**src/rtl/calc_keypad_pkg.sv**
```systemverilog
// Shared types, field widths and keycode packing for the calculator keypad scanner.
package calc_keypad_pkg;

    localparam int unsigned KEYCODE_W = 5;
    localparam int unsigned COL_W     = 3;
    localparam int unsigned ROW_W     = 2;

    typedef enum logic [1:0] {
        StScan,
        StDebounce,
        StPressed
    } scan_state_e;

    function automatic logic [KEYCODE_W-1:0] pack_keycode(input logic [COL_W-1:0] col,
                                                          input logic [ROW_W-1:0] row);
        return {col, row};
    endfunction

endpackage

```
**src/rtl/keypad_sync.sv**
```systemverilog
// Two-flop synchroniser for the active-low row returns; resets to all ones (no key pressed).
module keypad_sync #(
    parameter int unsigned WIDTH = 4
) (
    input  logic             clock,
    input  logic             reset,
    input  logic [WIDTH-1:0] din,
    output logic [WIDTH-1:0] dout
);

    logic [WIDTH-1:0] meta_q;

    always_ff @(posedge clock or posedge reset) begin
        if (reset) begin
            meta_q <= '1;
            dout   <= '1;
        end else begin
            meta_q <= din;
            dout   <= meta_q;
        end
    end

endmodule

```
**src/rtl/keypad_scanner.sv**
```systemverilog
// 5x4 key matrix scanner with debounce; one newkey pulse per accepted press.
// Define KEYPAD_REPEAT_EN to add auto-repeat while a key stays held.
module keypad_scanner
    import calc_keypad_pkg::*;
#(
    parameter int unsigned NCOLS       = 5,
    parameter int unsigned NROWS       = 4,
    parameter int unsigned SCAN_DIV    = 1000,
    parameter int unsigned DEB_SAMPLES = 4,
    parameter int unsigned RPT_DELAY   = 500,
    parameter int unsigned RPT_PERIOD  = 100
) (
    input  logic                 clock,
    input  logic                 reset,
    input  logic [NROWS-1:0]     row_n,
    output logic [NCOLS-1:0]     col_n,
    output logic                 newkey,
    output logic [KEYCODE_W-1:0] keycode,
    output logic                 key_held
);

    localparam int unsigned DIV_W = $clog2(SCAN_DIV);
    localparam int unsigned DEB_W = $clog2(DEB_SAMPLES + 1);

    localparam logic [DIV_W-1:0] DIV_LAST   = DIV_W'(SCAN_DIV - 1);
    // deb_cnt is compared before its increment, so accept when it is one short of the target
    localparam logic [DEB_W-1:0] DEB_ACCEPT = DEB_W'(DEB_SAMPLES - 2);
    localparam logic [DEB_W-1:0] REL_LAST   = DEB_W'(DEB_SAMPLES - 1);
    localparam logic [COL_W-1:0] COL_LAST   = COL_W'(NCOLS - 1);

    if (NCOLS != 5 || NROWS != 4 || SCAN_DIV < 4 || DEB_SAMPLES < 2 ||
        RPT_DELAY < 1 || RPT_PERIOD < 1) begin : g_bad_params
        $error("keypad_scanner: unsupported parameter set");
    end

    function automatic logic [NCOLS-1:0] col_drive(input logic [COL_W-1:0] col);
        return ~(NCOLS'(1) << col);
    endfunction

    logic [NROWS-1:0] row_s;
    logic             strobe;
    logic             any_low;
    logic [ROW_W-1:0] low_row;
    logic [COL_W-1:0] col_next;

    scan_state_e      state_q;
    logic [DIV_W-1:0] div_q;
    logic [COL_W-1:0] col_q;
    logic [ROW_W-1:0] cand_q;
    logic [DEB_W-1:0] deb_q;
    logic [DEB_W-1:0] rel_q;

`ifdef KEYPAD_REPEAT_EN
    localparam int unsigned RPT_W = $clog2(RPT_DELAY + RPT_PERIOD + 1);

    localparam logic [RPT_W-1:0] RPT_PRE  = RPT_W'(RPT_DELAY - 1);
    localparam logic [RPT_W-1:0] RPT_BASE = RPT_W'(RPT_DELAY);
    localparam logic [RPT_W-1:0] RPT_WRAP = RPT_W'(RPT_DELAY + RPT_PERIOD - 1);

    logic [RPT_W-1:0] rpt_q;
`endif

    keypad_sync #(
        .WIDTH (NROWS)
    ) u_sync (
        .clock (clock),
        .reset (reset),
        .din   (row_n),
        .dout  (row_s)
    );

    assign strobe   = (div_q == DIV_LAST);
    assign col_next = (col_q == COL_LAST) ? '0 : col_q + 1'b1;

    // Descending scan so the lowest-index low row is the one left standing.
    always_comb begin
        any_low = 1'b0;
        low_row = '0;
        for (int i = int'(NROWS) - 1; i >= 0; i--) begin
            if (!row_s[i]) begin
                any_low = 1'b1;
                low_row = ROW_W'(i);
            end
        end
    end

    always_ff @(posedge clock or posedge reset) begin
        if (reset) begin
            state_q  <= StScan;
            div_q    <= '0;
            col_q    <= '0;
            cand_q   <= '0;
            deb_q    <= '0;
            rel_q    <= '0;
            col_n    <= col_drive('0);
            newkey   <= 1'b0;
            keycode  <= '0;
            key_held <= 1'b0;
`ifdef KEYPAD_REPEAT_EN
            rpt_q    <= '0;
`endif
        end else begin
            newkey <= 1'b0;
            div_q  <= strobe ? '0 : div_q + 1'b1;

            if (strobe) begin
                unique case (state_q)
                    StScan: begin
                        if (any_low) begin
                            cand_q  <= low_row;
                            deb_q   <= '0;
                            state_q <= StDebounce;
                        end else begin
                            col_q <= col_next;
                            col_n <= col_drive(col_next);
                        end
                    end

                    StDebounce: begin
                        if (any_low && low_row == cand_q) begin
                            deb_q <= deb_q + 1'b1;
                            if (deb_q == DEB_ACCEPT) begin
                                newkey   <= 1'b1;
                                keycode  <= pack_keycode(col_q, cand_q);
                                key_held <= 1'b1;
                                rel_q    <= '0;
                                state_q  <= StPressed;
`ifdef KEYPAD_REPEAT_EN
                                rpt_q    <= '0;
`endif
                            end
                        end else begin
                            state_q <= StScan;
                            col_q   <= col_next;
                            col_n   <= col_drive(col_next);
                        end
                    end

                    StPressed: begin
                        // Only the held key's row matters; other keys in the column are ignored.
                        if (row_s[cand_q]) begin
                            if (rel_q == REL_LAST) begin
                                key_held <= 1'b0;
                                rel_q    <= '0;
                                state_q  <= StScan;
                                col_q    <= col_next;
                                col_n    <= col_drive(col_next);
`ifdef KEYPAD_REPEAT_EN
                                rpt_q    <= '0;
`endif
                            end else begin
                                rel_q <= rel_q + 1'b1;
                            end
                        end else begin
                            rel_q <= '0;
`ifdef KEYPAD_REPEAT_EN
                            if (rpt_q == RPT_WRAP) begin
                                newkey <= 1'b1;
                                rpt_q  <= RPT_BASE;
                            end else begin
                                if (rpt_q == RPT_PRE) begin
                                    newkey <= 1'b1;
                                end
                                rpt_q <= rpt_q + 1'b1;
                            end
`endif
                        end
                    end

                    default: state_q <= StScan;
                endcase
            end
        end
    end

endmodule

```
**config.mk**
```make
export PLATFORM = sky130hd
export DESIGN_NAME = keypad_scanner
export DESIGN_NICKNAME = d
export VERILOG_FILES = /design/src/rtl/calc_keypad_pkg.sv /design/src/rtl/keypad_sync.sv /design/src/rtl/keypad_scanner.sv
export SDC_FILE = /design/constraint.sdc
export NUM_CORES = 1
export LEC_CHECK = 0
export CORE_MARGIN = 3
export CORE_UTILIZATION = 45
export CTS_BUF_LIST = sky130_fd_sc_hd__clkbuf_4 sky130_fd_sc_hd__clkbuf_8 sky130_fd_sc_hd__clkbuf_16
export CTS_CLUSTER_SIZE = 14
export DETAILED_ROUTE_END_ITERATION = 8
export HOLD_SLACK_MARGIN = 0.05
export PLACE_DENSITY_LB_ADDON = 0.08
export SLEW_MARGIN = 20
export SYNTH_ARGS = -nofsm -noshare
export SYNTH_HDL_FRONTEND = slang
export SYNTH_SLANG_ARGS = --single-unit
export TNS_END_PERCENT = 10
```
**constraint.sdc**
```tcl
create_clock -name clock -period 3.4 [get_ports clock]
set_clock_uncertainty 0.2 [all_clocks]
set_input_delay 0.34 -clock clock [delete_from_list [all_inputs] [get_ports clock]]
set_output_delay 0.34 -clock clock [all_outputs]
set_load 0.02 [all_outputs]
```
==> summary.txt, run 1 <==
Run status
  • Outcome: finished, final reports clean

Setup path
  • R2R depth: 5
  • Critical path type: flip-flop to flip-flop
  • Worst EP arrival: between 2 and 3 ns
  • RR Startpoint: u_sync.dout[2]
  • R2r endpoint: keycode[1]
  • Worst setup EP type: flip-flop
  • WP data required: about 3.4 ns
  • R2R Setup Slk: just over 0.8 ns
  • CP startpoint kind: flip-flop
  • Crit-path max FO: 9

Hold path
  • Hold Crit Start: u_sync.meta_q[2]
  • Cell count of the worst hold path: 0
  • Tightest Hold Check Type: flip-flop to flip-flop
  • WHS Endpoint: u_sync.dout[2]

STA
  • Tcrit/Tclk final: roughly three quarters
  • Final setup TNS: 0 ns
  • Hold WS: approximately 0.16 ns
  • Max frequency: just under 0.4 GHz
  • Max-slew violations: 0
  • Final hold vios: 0
  • Crit path time final: approximately 2.6 ns
  • Slew @ Worst Pin: 0.7929 ns
  • Final setup viols: 0
  • Slew headroom: roughly 47%
  • RSZ-0062 raised after global routing: no

Yosys
  • Mux cell area share after synthesis: under 10%
  • Post-synth net total: about 190
  • Warnings from Yosys: 0
  • Simple-Gate Fraction of Synth Area: roughly 17%
  • Synth Instances: 175
  • Largest family of logic cells by synthesized area: simple AND/OR/NAND/NOR gates
  • Post-synthesis compound-gate area fraction: roughly a tenth
  • Post-Syn Area: between 0.002 and 0.0025 mm2
  • Netlist cell types: between 40 and 50
  • Sequential fraction of the synthesis area: 54.43%
  • Synth Area in XOR/XNOR: between 3 and 4%
  • Adder-Cell Fraction of Synth Area: 4.994%
  • Syn avg cell area: between 10 and 15 um2
  • Synthesized flop and latch total: 43

Layout
  • Area Overhead vs Synth: 17.48%
  • Fin util: a little under three fifths
  • Layout Nets: 213
  • Post-route non-filler standard cell count: 250
  • Share of post-route cells with drive strength above 1: between 20% and 30%
  • # diodes: 0

Routing
  • WL per Instance: ~14 um
  • WL final: ~3400 um
  • DRC violations left: 0
  • Routed Antenna Nets: 0
  • Drt via density: 5.384
  • DR iter-0 viols: 45
  • Routed via count: 1,346
  • TritonRoute pass-1 iters: 4

CTS
  • Clk_lat worst skew: around 0.29 ns
  • CTS buffer count: 5
  • H-Tree Depth: 2
  • Clock-pin slew on the worst setup and hold paths: ~0.080 ns
  • # hold bufs at CTS: 0
  • Setup Buffers After CTS: 0
  • CTS Root Cell: clkbuf_8
  • Clock Path Buffers: 2
  • CTS tree: done
  • Post_cts resized: 0
  • Sink Count: 43

Power
  • Leakage: ~1.1 nW
  • Peak VDD IR: around 280 uV
  • Power density over the cells: slightly above 400 mW/mm2

Placement
  • Routability cong.: approximately 0.8
  • Detail Placement HPWL: roughly 2500 um
  • Placed instance count: roughly 240
  • Input/output buffers: 17

Die
  • Ports: 18
  • Die area: 0.005291 mm2
  • Core Area: a little over 0.004 mm2
  • Chip height: 72.74 um
  • Initial core utilization: about half
  • Die X: ~73 um
  • Row count: 23

Global routing
  • Initial antenna violation count: 0
  • Total Routing Usage GR: 15.00%
  • First-pass GRT wire length: between 6000 and 7000 um
  • Vias in the first global route: about 1.4k
  • Largest net degree at the start of global routing: 33
  • GRT overflow: 0

Run
  • MaxCap Viol Count: 0
[Yosys cell counts (all sizes together)]
cell | instances | area (um2)
nand3 | 9 | 50.05
nand4b | 1 | 8.760
a211oi | 1 | 7.510
and4b | 1 | 10.01
nand3b | 1 | 7.510
nor3 | 5 | 25.02
and2 | 2 | 13.77
dfrtp | 31 | 775.7
nor3b | 1 | 7.510
o21ai | 9 | 45.04
mux4 | 1 | 22.52
o21a | 1 | 7.510
xor2 | 4 | 35.03
or3 | 1 | 6.260
a2111oi | 1 | 27.53
nor2b | 3 | 18.77
nand2b | 4 | 25.02
a211o | 1 | 10.01
a21bo | 1 | 10.01
inv | 12 | 45.04
and4bb | 1 | 12.51
nand4 | 3 | 25.02
ha | 8 | 100.1
mux2 | 12 | 135.1
o22ai | 1 | 6.260
nor2 | 14 | 52.55
a21oi | 6 | 30.03
a31o | 1 | 8.760
mux2i | 1 | 10.01
o41ai | 2 | 17.52
xnor2 | 3 | 26.28
or4 | 1 | 7.510
clkbuf | 1 | 3.750
o31ai | 1 | 12.51
and3 | 1 | 6.260
buf | 1 | 11.26
a22o | 1 | 8.760
nand2 | 15 | 56.30
dfstp | 12 | 315.3
[kinds of logic after synthesis]
kind of cell    count (synthesis)
mux                            14
xor+xnor                        7
fa+ha+maj                       8
compound gates                 26
buf+inv                        14
simple gates                   63
flops                          43
[state kept, by name, summed over array words and instances (netlist names)]
name / cells
keycode: 5
rel_q: 3
state_q: 2
u_sync.dout: 4
u_sync.meta_q: 4
div_q: 10
key_held: 1
col_q: 3
col_n: 5
newkey: 1
deb_q: 3
cand_q: 2
[worst max-delay path, stage by stage, from the launching register on]
cell	delay [ns]
dfstp_2	0.57
and4b_1	0.21
a211oi_1	0.08
o31ai_2	0.66
nand3_2	0.39
mux2_2	0.37
[metrics by stage]
step	power (mW)	worst slack, ns	cell area (um2)
floorplan	0.5434	1.051	2004
global placement	0.5536	0.8693	2237
detailed placement	0.5547	0.8012	2237
CTS	0.9611	0.7911	2355
global route	0.9887	0.6430	2355
finish	0.9468	0.8072	2355
[per-layer routing]
| metal | share of wire, % | GRT usage [%] | vias to the layer above |
|---|---|---|---|
| li1 | - | - | 657 |
| met1 | 42 | 16.84 | 664 |
| met2 | 53 | 27.35 | 21 |
| met3 | 3.3 | 3.581 | 4 |
| met4 | 1.1 | 5.533 | 0 |
| met5 | 0 | 0 | - |
[placed cells by master, fill, tap and decap left out, drive strengths merged, types with 3 or more instances in the layout]
cell and count:
a21oi 6, mux2 12, nor2b 3, clkbuf 6, xor2 4, inv 12
nor3 5, ha 8, dfstp 12, nor2 14, o21ai 9, nand2b 4
nand3 9, nand4 3, xnor2 3, nand2 15, clkdlybuf4s50 17, dfrtp 31
[power breakdown]
group	total (mW)	switching, mW	internal [mW]
registers	0.524	0.00389	0.520
logic	0.0202	0.0124	0.00776
clock network	0.403	0.165	0.238
total	0.947	0.181	0.765
[worst max-delay path by stage]
stage / startpoint / to / slack, ns / cells past startpoint
4_1_cts: div_q[0] / col_q[1] / 0.79 / 5
2_1_floorplan: div_q[0] / col_n[0] / 1.05 / 6
5_1_grt: div_q[0] / col_q[0] / 0.64 / 5
3_5_place_dp: div_q[0] / col_q[1] / 0.80 / 5
6_report: u_sync.dout[2] / keycode[1] / 0.81 / 5
3_3_place_gp: div_q[0] / col_n[0] / 0.87 / 5
[layout make-up]
| cell class | instances | area [um2] |
|---|---|---|
| Clock buffer | 6 | 82.58 |
| Tap cell | 50 | 62.56 |
| Multi-Input combinational cell | 118 | 853.3 |
| Clock inverter | 2 | 35.03 |
| Fill cell | 349 | 1789 |
| Inverter | 12 | 45.04 |
| Sequential cell | 43 | 1091 |
| Timing Repair Buffer | 19 | 185.2 |
No activity file was read; power rests on OpenSTA's default activity.
==> run 2, diff against run 1 <==
==> constraint.sdc (replaced) <==
create_clock -name clock -period 2.25 [get_ports clock]
set_clock_uncertainty 0.2 [all_clocks]
set_input_delay 0.225 -clock clock [delete_from_list [all_inputs] [get_ports clock]]
set_output_delay 0.225 -clock clock [all_outputs]
set_load 0.02 [all_outputs]
==> run 2 against run 1 <==
  * Clock power grew 77%
  * Cell count increased by 6.4%
  * Cell area increased by 7.5%
  * Core utilization grew 4.3 points
  * Largest power group unchanged
  * Highest routed layer unchanged
==> summary.txt, run 2 (same netlist as run 1, synthesis figures left out) <==
CTS
  • Clock-pin slew on the worst setup and hold paths: 0.08 ns (about the same)
  • Setup Buffers After CTS: 0 (unchanged)
  • CTS tree: done
  • # hold bufs at CTS: 0 (unchanged)
  • CTS Root Cell: clkbuf_8
  • H-Tree Depth: 2 (unchanged)
  • Clock Path Buffers: 2 (unchanged)
  • Sink Count: 43 (unchanged)
  • Clk_lat worst skew: 0.30 ns (about the same)
  • CTS buffer count: 5 (unchanged)

Placement
  • Placed instance count: 258 (+6.6%)
  • Routability cong.: 0.7857 (-2.5%)
  • Detail Placement HPWL: 2691 um (+6.4%)
  • Input/output buffers: 17 (unchanged)

Power
  • Leakage: 1.139 nW (+8.4%)
  • Power density over the cells: 608.5 mW/mm2 (+51%)
  • Peak VDD IR: 417.2 uV (+48%)
  • Overall Power: 1.541 mW (+63%)

Setup path
  • CP max stage cell: dfstp_2
  • Crit-path max FO: 8 (-1)
  • Max incr delay on CP: 0.55 ns (-0.11 ns)
  • R2R Setup Slk: 0.05 ns (-0.76 ns)
  • CP Buf/Inv Count: 1 (+1)
  • Worst EP arrival: 2.18 ns (-0.39 ns)
  • Crit-path cells: and4bb_2, a211oi_4, o31ai_4, a2111oi_4, buf_6, mux2_2
  • Critical path type: flip-flop to flip-flop
  • Worst setup EP type: flip-flop
  • WP data required: 2.23 ns (-1.15 ns)
  • RR Startpoint: u_sync.dout[2]
  • CP startpoint kind: flip-flop
  • CP Launch Point: u_sync.dout[2]
  • Delay-heaviest family, CP: compound AO/OA/AOI/OAI gates

STA
  • Tcrit/Tclk final: 97.91% (+22 points)
  • Crit path time final: 2.203 ns (-0.3898 ns)
  • Final setup viols: 0 (unchanged)
  • Final setup TNS: 0 ns (unchanged)
  • Slew headroom: 64.76% (+18 points)
  • Max frequency: 0.4539 GHz (+18%)
  • Slew @ Worst Pin: 0.5286 ns (-0.2643 ns)
  • Max-slew violations: 0 (unchanged)
  • RSZ-0062 raised after global routing: yes
  • Final hold vios: 0 (unchanged)

Layout
  • Max reg flops: 10 (unchanged)
  • FILL cells: 343 (-1.7%)
  • Layout Nets: 229 (+7.5%)
  • Biggest regs: div_q x10, col_n x5, keycode x5
  • # diodes: 0 (unchanged)
  • Most common cell after layout, fill and taps aside: dfrtp_1
  • Area Overhead vs Synth: 26.34%
  • Most flops, register: div_q
  • Most frequent cells in the layout: dfrtp_1 (30), clkdlybuf4s50_1 (17), buf_4 (16)
  • Post-route non-filler standard cell count: 266 (+6.4%)
  • Share of post-route cells with drive strength above 1: 29.17% (+7.2 points)

Global routing
  • First-pass GRT wire length: 6527 um (+5.9%)
  • GRT overflow: 0 (unchanged)
  • Vias in the first global route: 1,502 (+7.2%)
  • Initial antenna violation count: 0 (unchanged)
  • Total Routing Usage GR: 15.78% (+0.77 points)
  • Largest net degree at the start of global routing: 44 (+33%)

Hold path
  • Tightest Hold Check Type: input pin to flip-flop
  • Hold Crit Start: row_n[3]

Die
  • Chip height: 72.74 um (unchanged)
  • Ports: 18 (unchanged)
  • Die area: 0.005291 mm2 (unchanged)
  • Die X: 72.74 um (unchanged)
  • Core Area: 0.004144 mm2 (unchanged)
  • Row count: 23 (unchanged)
  • Initial core utilization: 48.37% (unchanged)

Routing
  • WL per Instance: 13.98 um (+1.7%)
  • WL final: 3720 um (+8.2%)
  • Met1 wire length: 1661 um (+14%)
  • Met2 wire length: 1908 um (+4.3%)
  • DRC violations left: 0 (unchanged)
  • WL met3: 97 um (-15%)
  • TritonRoute pass-1 iters: 4 (unchanged)
  • Max Used Layer: met4
  • Routed via count: 1,407 (+4.5%)
  • Drt via density: 5.289 (-1.8%)
  • DR iter-0 viols: 60 (+33%)
  • Routed Antenna Nets: 0 (unchanged)

Run status
  • Outcome: finished, final reports clean

Run
  • MaxCap Viol Count: 0 (unchanged)
-- run 2: per-layer routing --
metal / vias to the layer above / global-route usage [%]
met5: - / 0
met4: 0 / 6.352
met3: 6 / 4.132
met2: 18 / 26.25
met1: 699 / 19.48
li1: 684 / -
-- run 2: stage by stage --
step,area (um2),hold slack [ns],utilization (%),setup slack [ns]
finish,2532,0.1279,61.11,0.04700
global route,2532,0.1133,61.11,-0.03324
CTS,2507,0.1204,60.51,-0.009236
detailed placement,2357,0.1468,56.88,-0.02859
global placement,2357,0.1463,56.88,0.04384
floorplan,2004,0.02948,-,-0.09853
-- run 2: final timing paths --
path                                    endpoint  cells after the start
worst min register to register    u_sync.dout[1]                      0
worst min-delay path            u_sync.meta_q[3]                      1
worst max register to register          col_q[0]                      6
min in group asynchronous               div_q[1]                      3
max in group asynchronous              cand_q[0]                      3
worst max-delay path                    col_q[0]                      6
-- run 2: area by class of cell --
| class | count | area, um2 | area share, % |
|---|---|---|---|
| flip-flops and latches | 43 | 1092 | 43.13 |
| multi-input cells | 118 | 883.3 | 34.88 |
| repair buffers | 35 | 312.8 | 12.35 |
| clock buffers | 5 | 68.82 | 2.717 |
| clock inverters | 3 | 67.56 | 2.668 |
| well taps | 50 | 62.56 | 2.470 |
| inverters | 12 | 45.04 | 1.779 |
-- run 2: report_power, final --
| group | leakage (nW) | switching, mW | internal [mW] |
|---|---|---|---|
| logic | 0.532 | 0.0212 | 0.0151 |
| clock network | 0.0644 | 0.272 | 0.443 |
| registers | 0.542 | 0.00487 | 0.786 |
-- run 2: what timing repair did --
item | in CTS | in global routing
resized for setup | 2 | 6
pin swaps | 0 | 1
endpoints found under the setup margin | 8 | 15
==> run 3, diff against run 2 <==
--- a/config.mk
+++ b/config.mk
@@ -12,6 +12,7 @@
 export DETAILED_ROUTE_END_ITERATION = 8
 export HOLD_SLACK_MARGIN = 0.05
 export PLACE_DENSITY_LB_ADDON = 0.08
+export REMOVE_ABC_BUFFERS = 1
 export SLEW_MARGIN = 20
 export SYNTH_ARGS = -nofsm -noshare
 export SYNTH_HDL_FRONTEND = slang
==> run 3 against run 2 <==
  * Total power down 16%
  * Non-clock buffer count down 1
  * Sequential cell count unchanged
  * Clock power down 35%
  * Largest power group unchanged
  * Setup slack worse by 0.0075 ns
  * Sequential share of layout area up 1.3 points
==> summary.txt, run 3 (same netlist as run 1, synthesis figures left out) <==
STA
  • Tcrit/Tclk final: 98.25% (+0.33 points)
  • Max-slew violations: 0 (unchanged)
  • Slew headroom: 64.56% (-0.21 points)
  • RSZ-0062 raised after global routing: yes
  • Worst Slack Setup Final: 0.03948 ns (-0.007518 ns)
  • Crit path time final: 2.211 ns (+0.007518 ns)
  • Final setup viols: 0 (unchanged)
  • Max frequency: 0.4524 GHz (-0.34%)
  • Slew @ Worst Pin: 0.5317 ns (+0.003082 ns)
  • Final hold vios: 0 (unchanged)

Die
  • Die area: 0.005291 mm2 (unchanged)
  • Initial core utilization: 48.37% (unchanged)
  • Die X: 72.74 um (unchanged)
  • Ports: 18 (unchanged)
  • Core Area: 0.004144 mm2 (unchanged)
  • Chip height: 72.74 um (unchanged)
  • Row count: 23 (unchanged)

CTS
  • CTS tree: done
  • # hold bufs at CTS: 0 (unchanged)
  • Clk_lat worst skew: 0.29 ns (about the same)
  • CTS buffer count: 5 (unchanged)
  • Clock-pin slew on the worst setup and hold paths: 0.08 ns (about the same)
  • CTS Root Cell: clkbuf_8
  • Sink Count: 43 (unchanged)
  • Post_cts resized: 0 (-2)
  • H-Tree Depth: 2 (unchanged)
  • Clock Path Buffers: 2 (unchanged)
  • Setup Buffers After CTS: 0 (unchanged)

Setup path
  • CP startpoint kind: flip-flop
  • Worst setup EP type: flip-flop
  • Crit-path max FO: 8 (unchanged)
  • CP Launch Point: u_sync.dout[2]
  • RR Startpoint: u_sync.dout[2]
  • Max incr delay on CP: 0.54 ns (about the same)
  • WP data required: 2.23 ns (about the same)
  • Crit-path cells: and4bb_2, a211oi_2, o31ai_4, a2111oi_4, buf_6, mux2_2
  • Critical path type: flip-flop to flip-flop
  • R2R depth: 6 (unchanged)
  • Worst EP arrival: 2.19 ns (about the same)
  • CP max stage cell: dfstp_2

Layout
  • Max reg flops: 10 (unchanged)
  • Area Overhead vs Synth: 22.53%
  • Finished Cell Area: 0.002456 mm2 (-3.0%)
  • Share of post-route cells with drive strength above 1: 28.37% (-0.79 points)
  • Biggest regs: div_q x10, col_n x5, keycode x5
  • Most common cell after layout, fill and taps aside: dfrtp_1
  • # diodes: 0 (unchanged)
  • Most frequent cells in the layout: dfrtp_1 (31), clkdlybuf4s50_1 (17), buf_4 (16)
  • Most flops, register: div_q
  • Layout Nets: 228 (-0.44%)

Global routing
  • First-pass GRT wire length: 6120 um (-6.2%)
  • Vias in the first global route: 1,445 (-3.8%)
  • GRT overflow: 0 (unchanged)
  • Initial antenna violation count: 0 (unchanged)
  • Total Routing Usage GR: 14.96% (-0.82 points)
  • Largest net degree at the start of global routing: 44 (unchanged)

Hold path
  • Tightest Hold Check Type: input pin to flip-flop
  • Hold Crit Start: row_n[0]
  • Cell count of the worst hold path: 1 (unchanged)

Routing
  • WL final: 3589 um (-3.5%)
  • DR iter-0 viols: 24 (-60%)
  • TritonRoute pass-1 iters: 4 (unchanged)
  • Drt via density: 5.374 (+1.6%)
  • DRC violations left: 0 (unchanged)
  • Routed Antenna Nets: 0 (unchanged)
  • WL per Instance: 13.54 um (-3.2%)
  • Routed via count: 1,424 (+1.2%)

Run status
  • Outcome: finished, final reports clean

Placement
  • Routability cong.: 0.8177 (+4.1%)
  • Placed inst area: 0.002350 mm2 (-0.32%)
  • Input/output buffers: 17 (unchanged)
  • Place WS: 0.02340 ns (+0.05199 ns)
  • Detail Placement HPWL: 2581 um (-4.1%)

Power
  • Leakage: 1.113 nW (-2.3%)
  • Power density over the cells: 525.1 mW/mm2 (-14%)
  • Peak VDD IR: 334.2 uV (-20%)

Run
  • MaxCap Viol Count: 0 (unchanged)
==> run 3: layout make-up <==
cell class,instances,area [um2]
tap,50,62.56
clock buffer,5,68.82
clock inverter,3,15.01
timing repair buffer,34,301.5
inverter,12,45.04
sequential,43,1091
fill,345,1688
multi-input combinational,118,872.1
==> run 3: metrics by stage <==
step | cells | setup TNS (ns) | utilization (%) | total power, mW | hold WS (ns)
6_report | 265 | 0 | 59.27 | 1.290 | 0.1314
5_1_grt | 265 | -0.1231 | 59.27 | 1.352 | 0.1238
4_1_cts | 265 | 0 | 58.73 | 1.312 | 0.1222
3_5_place_dp | 257 | 0 | 56.70 | 0.8424 | 0.1476
3_3_place_gp | 257 | 0 | 56.70 | 0.8406 | 0.1454
2_1_floorplan | 173 | -0.5406 | - | 0.8211 | 0.02948
==> run 3: worst max-delay path, delay by kind of cell, from the launching register on <==
kind,cells,cell delay [ns]
buffers and inverters,1,0.18
AO/OA/AOI/OAI,3,0.61
AND/OR/NAND/NOR,1,0.24
flip-flops,1,0.54
multiplexers,1,0.33
==> run 3: final timing paths <==
kind	endpoint	slack, ns
min reg2reg	u_sync.dout[0]	0.16
min in group asynchronous	key_held	0.16
max	col_q[0]	0.04
max in group asynchronous	u_sync.dout[0]	1.30
min	u_sync.meta_q[0]	0.13
max reg2reg	col_q[0]	0.04
==> run 3: per-layer routing <==
metal | up-vias | wire length [um] | GRT usage, %
li1 | 686 | - | -
met1 | 704 | 1515 | 17.17
met2 | 26 | 1865 | 25.35
met3 | 8 | 128 | 4.408
met4 | 0 | 80 | 7.377
met5 | - | 0 | 0
==> run 3: report_power, final <==
group | total, mW | leakage (nW) | internal [mW] | switching [mW]
combinational | 0.0361 | 0.521 | 0.0151 | 0.0211
sequential | 0.790 | 0.544 | 0.786 | 0.00467
clock | 0.463 | 0.0477 | 0.212 | 0.251
